`src/rtl/systolic_pe_tile.sv`:
```
// Output-stationary systolic MAC processing element: accumulates K_LEN valid beats
// of a_in*b_in into one dot product and forwards operands east/south with one cycle of latency.
//
// state | meaning
// IDLE  | no beats taken in the current tile (cnt=0, acc=0)
// ACCUM | 0 < cnt < K_LEN beats accumulated
module systolic_pe_tile #(
  parameter int DATA_W   = 8,
  parameter int ACC_W    = 32,
  parameter int K_LEN    = 4,
  parameter int SIGNED   = 1,
  parameter int SATURATE = 1
) (
  input  logic              clk,
  input  logic              reset,
  input  logic              valid_in,
  input  logic [DATA_W-1:0] a_in,
  input  logic [DATA_W-1:0] b_in,
  output logic [DATA_W-1:0] a_out,
  output logic [DATA_W-1:0] b_out,
  output logic              valid_out,
  output logic [ACC_W-1:0]  y_out,
  output logic              y_valid,
  output logic              overflow
);

  localparam int CNT_W = (K_LEN > 1) ? $clog2(K_LEN) : 1;
  localparam logic [CNT_W-1:0] LAST  = CNT_W'(K_LEN - 1);
  localparam logic [ACC_W-1:0] S_MAX = {1'b0, {(ACC_W-1){1'b1}}};
  localparam logic [ACC_W-1:0] S_MIN = {1'b1, {(ACC_W-1){1'b0}}};

  typedef enum logic {IDLE, ACCUM} state_t;

  state_t              state, state_nxt;
  logic [CNT_W-1:0]    cnt, cnt_nxt;
  logic [ACC_W-1:0]    acc, acc_nxt, acc_base, y_nxt, sum_fit;
  logic                ovf_acc, ovf_acc_nxt, y_valid_nxt, overflow_nxt, ovf_this;
  logic [2*DATA_W-1:0] prod;
  logic [ACC_W:0]      prod_ext, acc_ext, sum;

  // One extra sum bit makes overflow visible before the result is narrowed back to ACC_W.
  always_comb begin
    acc_base = (state == IDLE) ? '0 : acc;
    if (SIGNED != 0) begin
      prod     = $signed({{DATA_W{a_in[DATA_W-1]}}, a_in}) *
                 $signed({{DATA_W{b_in[DATA_W-1]}}, b_in});
      prod_ext = {{(ACC_W+1-2*DATA_W){prod[2*DATA_W-1]}}, prod};
      acc_ext  = {acc_base[ACC_W-1], acc_base};
    end else begin
      prod     = {{DATA_W{1'b0}}, a_in} * {{DATA_W{1'b0}}, b_in};
      prod_ext = {{(ACC_W+1-2*DATA_W){1'b0}}, prod};
      acc_ext  = {1'b0, acc_base};
    end
    sum      = acc_ext + prod_ext;
    ovf_this = (SIGNED != 0) ? (sum[ACC_W] ^ sum[ACC_W-1]) : sum[ACC_W];
    if (ovf_this && (SATURATE != 0))
      sum_fit = (SIGNED != 0) ? (sum[ACC_W] ? S_MIN : S_MAX) : '1;
    else
      sum_fit = sum[ACC_W-1:0];
  end

  always_comb begin
    state_nxt    = state;
    cnt_nxt      = cnt;
    acc_nxt      = acc;
    ovf_acc_nxt  = ovf_acc;
    y_nxt        = y_out;
    y_valid_nxt  = 1'b0;
    overflow_nxt = overflow;
    if (valid_in) begin
      if (cnt == LAST) begin
        y_nxt        = sum_fit;
        y_valid_nxt  = 1'b1;
        overflow_nxt = ovf_acc | ovf_this;
        acc_nxt      = '0;
        cnt_nxt      = '0;
        ovf_acc_nxt  = 1'b0;
        state_nxt    = IDLE;
      end else begin
        acc_nxt      = sum_fit;
        cnt_nxt      = cnt + CNT_W'(1);
        ovf_acc_nxt  = ovf_acc | ovf_this;
        state_nxt    = ACCUM;
      end
    end
  end

  always_ff @(posedge clk) begin
    if (reset) begin
      state     <= IDLE;
      cnt       <= '0;
      acc       <= '0;
      ovf_acc   <= 1'b0;
      y_out     <= '0;
      y_valid   <= 1'b0;
      overflow  <= 1'b0;
      a_out     <= '0;
      b_out     <= '0;
      valid_out <= 1'b0;
    end else begin
      state     <= state_nxt;
      cnt       <= cnt_nxt;
      acc       <= acc_nxt;
      ovf_acc   <= ovf_acc_nxt;
      y_out     <= y_nxt;
      y_valid   <= y_valid_nxt;
      overflow  <= overflow_nxt;
      valid_out <= valid_in;
      if (valid_in) begin
        a_out <= a_in;
        b_out <= b_in;
      end
    end
  end

endmodule

```
`config.mk`:
```
export PLATFORM = sky130hd
export DESIGN_NAME = systolic_pe_tile
export DESIGN_NICKNAME = d
export VERILOG_FILES = /design/src/rtl/systolic_pe_tile.sv
export SDC_FILE = /design/constraint.sdc
export NUM_CORES = 1
export LEC_CHECK = 0
export ABC_AREA = 1
export CAP_MARGIN = 15
export CORE_ASPECT_RATIO = 0.75
export CORE_UTILIZATION = 57
export DETAILED_ROUTE_END_ITERATION = 6
export PLACE_DENSITY_LB_ADDON = 0.12
export SLEW_MARGIN = 20
export SYNTH_ARGS = -nofsm -noshare
export SYNTH_HDL_FRONTEND = slang
export SYNTH_SLANG_ARGS = --single-unit
```
`constraint.sdc`:
```
create_clock -name clk -period 7.31 [get_ports clk]
set_clock_uncertainty 0.05 [all_clocks]
set_input_delay 1.462 -clock clk [delete_from_list [all_inputs] [get_ports clk]]
set_output_delay 1.462 -clock clk [all_outputs]
set_load 0.05 [all_outputs]
```
# --- After elaboration in Yosys (flattened, before gate mapping) ---
# Cells that the tools add are included.
word_totals:
  elab_cells: 27
  output_inout_bits: 51
  reg_bits: 87
  in_bits: 19
op_classes:
  n_eq_ne: 1
  n_mux: 8
  bitwise: 3
  addsub: 2
  mul: 1
  reduce_logical: 2
op_table:
  columns: ["op", "n"]
  rows:
  - ["two-way mux 32 bit", 4]
  - ["adder 32 x 16 -> 33 bit", 1]
  - ["multiplier 8 x 8 -> 16 bit", 1]
  - ["two-way mux 1 bit", 3]
  - ["adder 2 x 1 -> 2 bit, second input constant", 1]
  - ["== test 2 bit, second input constant", 1]
  - ["two-way mux 2 bit", 1]
  - ["AND reduction 2 bit", 1]
  - ["OR reduction 2 bit", 1]
  - ["NOT 1 bit", 1]
  - ["bitwise OR 1 bit", 1]
  - ["XOR 1 bit", 1]

# --- Logic depth before layout (Yosys ltp) ---
# Gate-level depths: netlist of the first run.
logic_depth:
  ltp_word: 5
  ltp_mapped: 28
  mapped_depth_nobuf: 25

# --- Worst setup path before layout of the first run ---
# OpenSTA, ideal clock, no wires.
synth_timing:
  path_type: "in2reg"
  from: "input b_in[0]"
  to: "register acc[5]"
  path_buffers: 2
  arrival_ps: 6614
  setup_slack_ps: 514
  cell_stages: 24
  required_time_ps: 7128
  setup_ps: 132
  cell_sequence: "clkbuf_1 nand2_1 inv_1 fa_1 inv_1 fa_1 fa_1 inv_1 fa_1 ha_1 ha_1 nand2_1 nor3_1 and2_1 nand2_1 nand2_1 nand2_2 nand2_4 nand2_4 buf_4 nand2_1 nand2_1 nand2_1 a21oi_1"
synth_via:
  elab_chain_len: 5
  word_cells_on_any_way: 6
  cone_classes: "add/sub: 1; mul: 1; mux: 3; bitwise: 1"
synth_rtl:
  columns: ["item", "line_no", "rtl"]
  rows:
  - ["start, declared", "18", "input logic [DATA_W-1:0] b_in,"]
  - ["multiplier 8 x 8 -> 16 bit (*)", "45", "prod = $signed({{DATA_W{a_in[DATA_W-1]}}, a_in}) *"]
  - ["adder 32 x 16 -> 33 bit (*)", "54", "sum = acc_ext + prod_ext;"]
  - ["two-way mux 32 bit / XOR 1 bit (equally long branches)", "57, 55", null]
  - ["two-way mux 32 bit (*)", "56", "if (ovf_this && (SATURATE != 0))"]
  - ["two-way mux 32 bit (*)", "71", "if (cnt == LAST) begin"]
  - ["end signal, assigned", "103", "acc <= acc_nxt;"]
  - ["end, declared", "36", "logic [ACC_W-1:0] acc, acc_nxt, acc_base, y_nxt, sum_fit;"]
# Every way passes the cells marked *; elsewhere a longest branch is shown, timed or not.
# A chain may end at the register's enable or synchronous reset.

# --- Final worst setup path of the first run ---
layout_timing:
  from: "input a_in[7]"
  to: "register acc[28]"
layout_via:
  elab_chain_len: 5
  word_cells_on_any_way: 6
  cone_classes: "add/sub: 1; mul: 1; mux: 3; bitwise: 1"
layout_rtl:
  columns: ["item", "line_no", "rtl"]
  rows:
  - ["start, declared", "17", "input logic [DATA_W-1:0] a_in,"]
  - ["multiplier 8 x 8 -> 16 bit (*)", "45", null]
  - ["adder 32 x 16 -> 33 bit (*)", "54", null]
  - ["two-way mux 32 bit / XOR 1 bit (equally long branches)", "57, 55", null]
  - ["two-way mux 32 bit (*)", "56", null]
  - ["two-way mux 32 bit (*)", "71", null]
# Marks and branches as above.

==> impl_results.rst, run 1 <==
.. list-table::
   :header-rows: 1

   * - Metric
     - Value
   * - Count of distinct cell types in the synthesized netlist
     - 32
   * - Post-place instance area
     - 10600 um2
   * - First-pass GRT wire length
     - 39.9 mm
   * - Syn-to-layout area delta
     - 14.1%
   * - Mean routed wirelength per cell
     - 15.3 um
   * - Sequential cell area fraction in the yosys report
     - 18.2%
   * - Unrepaired setup endpoints after global routing
     - false
   * - Clock buffer count from CTS
     - 9
   * - Antenna violations before repair
     - 0
   * - Most common library cell in the layout ignoring fill and taps
     - sky130_fd_sc_hd__nand2_1
   * - Starting utilization of the core area
     - 59.0%
   * - Cell at the root of the clock tree
     - sky130_fd_sc_hd__clkbuf_16
   * - Least-Margin Pin Slew
     - 1060 ps
   * - Average cell area after synthesis
     - 7.48 um2
   * - Antenna cells
     - 0
   * - Post-cts hold buffer count
     - 0
   * - Total negative slack for setup checks
     - 0 ps
   * - Via count normalized by instance count
     - 5.13
   * - Slew Limit Fails
     - 0
   * - Die outline area
     - 17300 um2
   * - Antenna viol nets, final
     - 0
   * - Hold violation count in the final report
     - 0
   * - Fmax
     - 146 MHz
   * - Min cycle time layout
     - 6870 ps
   * - Synthesized flop and latch total
     - 87
   * - Worst setup path category
     - in -> reg
   * - Leading cell types in the layout, fill and taps excluded
     - sky130_fd_sc_hd__nand2_1, sky130_fd_sc_hd__inv_1, sky130_fd_sc_hd__fa_1
   * - Largest fanout on the critical path
     - 32
   * - Share of layout cells above drive strength 1
     - 4.67%
   * - Startpoint of the lowest-slack register-to-register path
     - state$_SDFFE_PP0P_
   * - Relative slew margins
     - 29.6%
   * - H-tree levels
     - 3
   * - Number of nets in the layout
     - 1575
   * - GRT Overall Usage
     - 29.8%
   * - EDFF count, synth
     - 0
   * - Placed wire-length estimate
     - 19.3 mm
   * - FF-to-FF setup slack
     - 1520 ps
   * - Number of rows in the core area
     - 40
   * - Min-Delay Startpoint
     - y_out[2]$_SDFFE_PP0P_
   * - Number of top-level design ports
     - 70
   * - Clk sinks
     - 87
   * - Final setup vio count
     - 0
   * - Primary flip-flop cell chosen by synthesis mapping
     - sky130_fd_sc_hd__dfxtp_1
   * - R2R Path End
     - acc[28]$_SDFFE_PP0P_
   * - Routability congestion estimate from global placement
     - 0.989
   * - Warning count from the yosys run
     - 0
   * - Clk buf depth
     - 2
   * - Largest net degree at the start of global routing
     - 54
   * - Setup Buffers After CTS
     - 0
   * - CP arrival
     - 7000 ps
   * - Post-route fraction of the period consumed by the critical path
     - 93.9%
   * - Multi-input combinational cell area
     - 6810 um2
   * - Sum of overflow across all layers after global routing
     - 0
   * - Count of cells resized by post-cts repair
     - 0
   * - Length in cells of the worst reg-to-reg path
     - 23
   * - Synthesized Nets
     - 1510
   * - Vias in the first global route
     - 7905
   * - Vias after detailed routing
     - 7991
   * - First-pass iteration count of the detailed router
     - 5
   * - Routed Wire Length
     - 23.9 mm
   * - Remaining routing DRC violations
     - 0
   * - Chip Width
     - 152 um
   * - TritonCTS clock tree
     - done
   * - Footprint of the flip-flops and latches
     - 1740 um2
   * - Run status
     - complete, no violations
   * - Total standard cell area after synthesis
     - 9570 um2
   * - MaxCap Viol Count
     - 0
   * - Clock slew at the register clock pins of the worst setup and hold paths
     - 70 ps
   * - Worst-Skew Late Latency
     - 340 ps
   * - Vertical die dimension
     - 114 um
   * - # port buffers
     - 69
   * - Fill cells
     - 1460
   * - Final instance area
     - 10900 um2
   * - Startpoint kind of the worst setup timing path
     - input port
   * - First-iteration detailed-routing DRC count
     - 590
   * - WHS Path Cells
     - 2
   * - Synthesized instance count
     - 1278
   * - Required time of the worst setup path
     - 7440 ps
   * - CP endpoint kind
     - flop
   * - Async set or reset register ratio after synthesis
     - 0%
   * - Floorplan core area
     - 16200 um2
   * - Worst Hold Endpoint
     - y_out[2]$_SDFFE_PP0P_
   * - Hold Crit Class
     - reg -> reg
-- cells by family (layout without fill, tap and decap cells) --
kind of cell | Yosys count | count (layout) | synth area share (%)
buffers and inverters | 262 | 332 | 10.7
XOR/XNOR | 21 | 21 | 1.92
AO/OA/AOI/OAI | 97 | 97 | 5.52
flip-flops | 87 | 87 | 18.2
AND/OR/NAND/NOR | 598 | 598 | 24.8
adder cells (fa/ha/maj) | 213 | 213 | 38.8
-- flip-flops by register name, indices dropped and copies added (netlist names) --
name / cells
b_out: 8
acc: 32
y_valid: 1
state: 1
y_out: 32
ovf_acc: 1
valid_out: 1
overflow: 1
a_out: 8
cnt: 2
-- synth_stat cells (3+ instances only) --
library cell / number / share of area (%)
sky130_fd_sc_hd__xor2_1: 15 / 1.4
sky130_fd_sc_hd__buf_4: 3 / 0.24
sky130_fd_sc_hd__a21oi_1: 75 / 3.9
sky130_fd_sc_hd__nor2_1: 55 / 2.2
sky130_fd_sc_hd__fa_1: 140 / 29
sky130_fd_sc_hd__o21bai_1: 9 / 0.71
sky130_fd_sc_hd__buf_2: 3 / 0.16
sky130_fd_sc_hd__clkbuf_1: 37 / 1.5
sky130_fd_sc_hd__nand2_4: 3 / 0.35
sky130_fd_sc_hd__nand3_1: 27 / 1.4
sky130_fd_sc_hd__ha_1: 73 / 9.5
sky130_fd_sc_hd__inv_1: 212 / 8.3
sky130_fd_sc_hd__o21ai_0: 6 / 0.31
sky130_fd_sc_hd__xnor2_1: 6 / 0.55
sky130_fd_sc_hd__buf_6: 3 / 0.35
sky130_fd_sc_hd__nand4_1: 12 / 0.78
sky130_fd_sc_hd__nand2_1: 484 / 19
sky130_fd_sc_hd__and2_1: 4 / 0.26
sky130_fd_sc_hd__nor3_1: 6 / 0.31
sky130_fd_sc_hd__dfxtp_1: 87 / 18
-- critical path: stages --
cell	delay [ps]
sky130_fd_sc_hd__clkdlybuf4s50_1	650
sky130_fd_sc_hd__nand2_1	130
sky130_fd_sc_hd__buf_4	170
sky130_fd_sc_hd__fa_1	500
sky130_fd_sc_hd__inv_1	60
sky130_fd_sc_hd__fa_1	480
sky130_fd_sc_hd__fa_1	580
sky130_fd_sc_hd__fa_1	460
sky130_fd_sc_hd__fa_1	500
sky130_fd_sc_hd__ha_1	370
sky130_fd_sc_hd__a21oi_1	210
sky130_fd_sc_hd__nand2_1	150
sky130_fd_sc_hd__nand3_1	100
sky130_fd_sc_hd__nand3_1	150
sky130_fd_sc_hd__nand2_1	150
sky130_fd_sc_hd__nand3_2	110
sky130_fd_sc_hd__nand2_4	140
sky130_fd_sc_hd__inv_2	50
sky130_fd_sc_hd__nand2_4	280
sky130_fd_sc_hd__nand2_1	150
sky130_fd_sc_hd__nand2_1	100
sky130_fd_sc_hd__a21oi_1	60
-- worst max path at each step --
stage,start,end,slack (ps),depth (start not counted)
2_1_floorplan,b_in[0],acc[5]$_SDFFE_PP0P_,510,24
3_3_place_gp,b_in[7],acc[27]$_SDFFE_PP0P_,190,23
3_5_place_dp,a_in[7],acc[29]$_SDFFE_PP0P_,180,22
4_1_cts,b_in[7],acc[0]$_SDFFE_PP0P_,480,23
5_1_grt,a_in[7],acc[9]$_SDFFE_PP0P_,10,23
6_report,a_in[7],acc[28]$_SDFFE_PP0P_,440,22
-- per-stage QoR --
step / hold slack (ps) / std cells / setup WS, ps / util, %
after floorplan: 395 / 1278 / 514 / -
final: 405 / 1558 / 442 / 67.3
after global placement: 390 / 1542 / 185 / 65.4
after global routing: 420 / 1558 / 14.2 / 67.3
after CTS: 407 / 1558 / 480 / 67.3
after detailed placement: 388 / 1542 / 182 / 65.4
-- layer usage --
metal,track usage [%],share of wire [%],routed length (um)
met5,0,0,0
met4,4.36,0.75,179
met3,6.37,11,2510
met2,40.5,39,9210
met1,48.7,50,12000
-- final cells by class --
| type | instances | area share [%] |
|---|---|---|
| clock inverter | 6 | 0.619 |
| sequential | 87 | 16.0 |
| tap | 210 | 2.41 |
| clock buffer | 10 | 2.19 |
| multi-input combinational | 929 | 62.4 |
| inverter | 215 | 7.39 |
| timing repair buffer | 101 | 9.05 |
Power of run 1 is left out: the tool's default activity adds up to more than one toggle a clock period on the data nets, which glitch-free logic cannot reach.
==> run 2, diff against run 1 <==
CAP_MARGIN = default   (was 15)
==> results of run 2 <==
Same layout as run 1: the final DEF is identical, and so are final timing and power.
Power of run 2 is left out for the same reason.
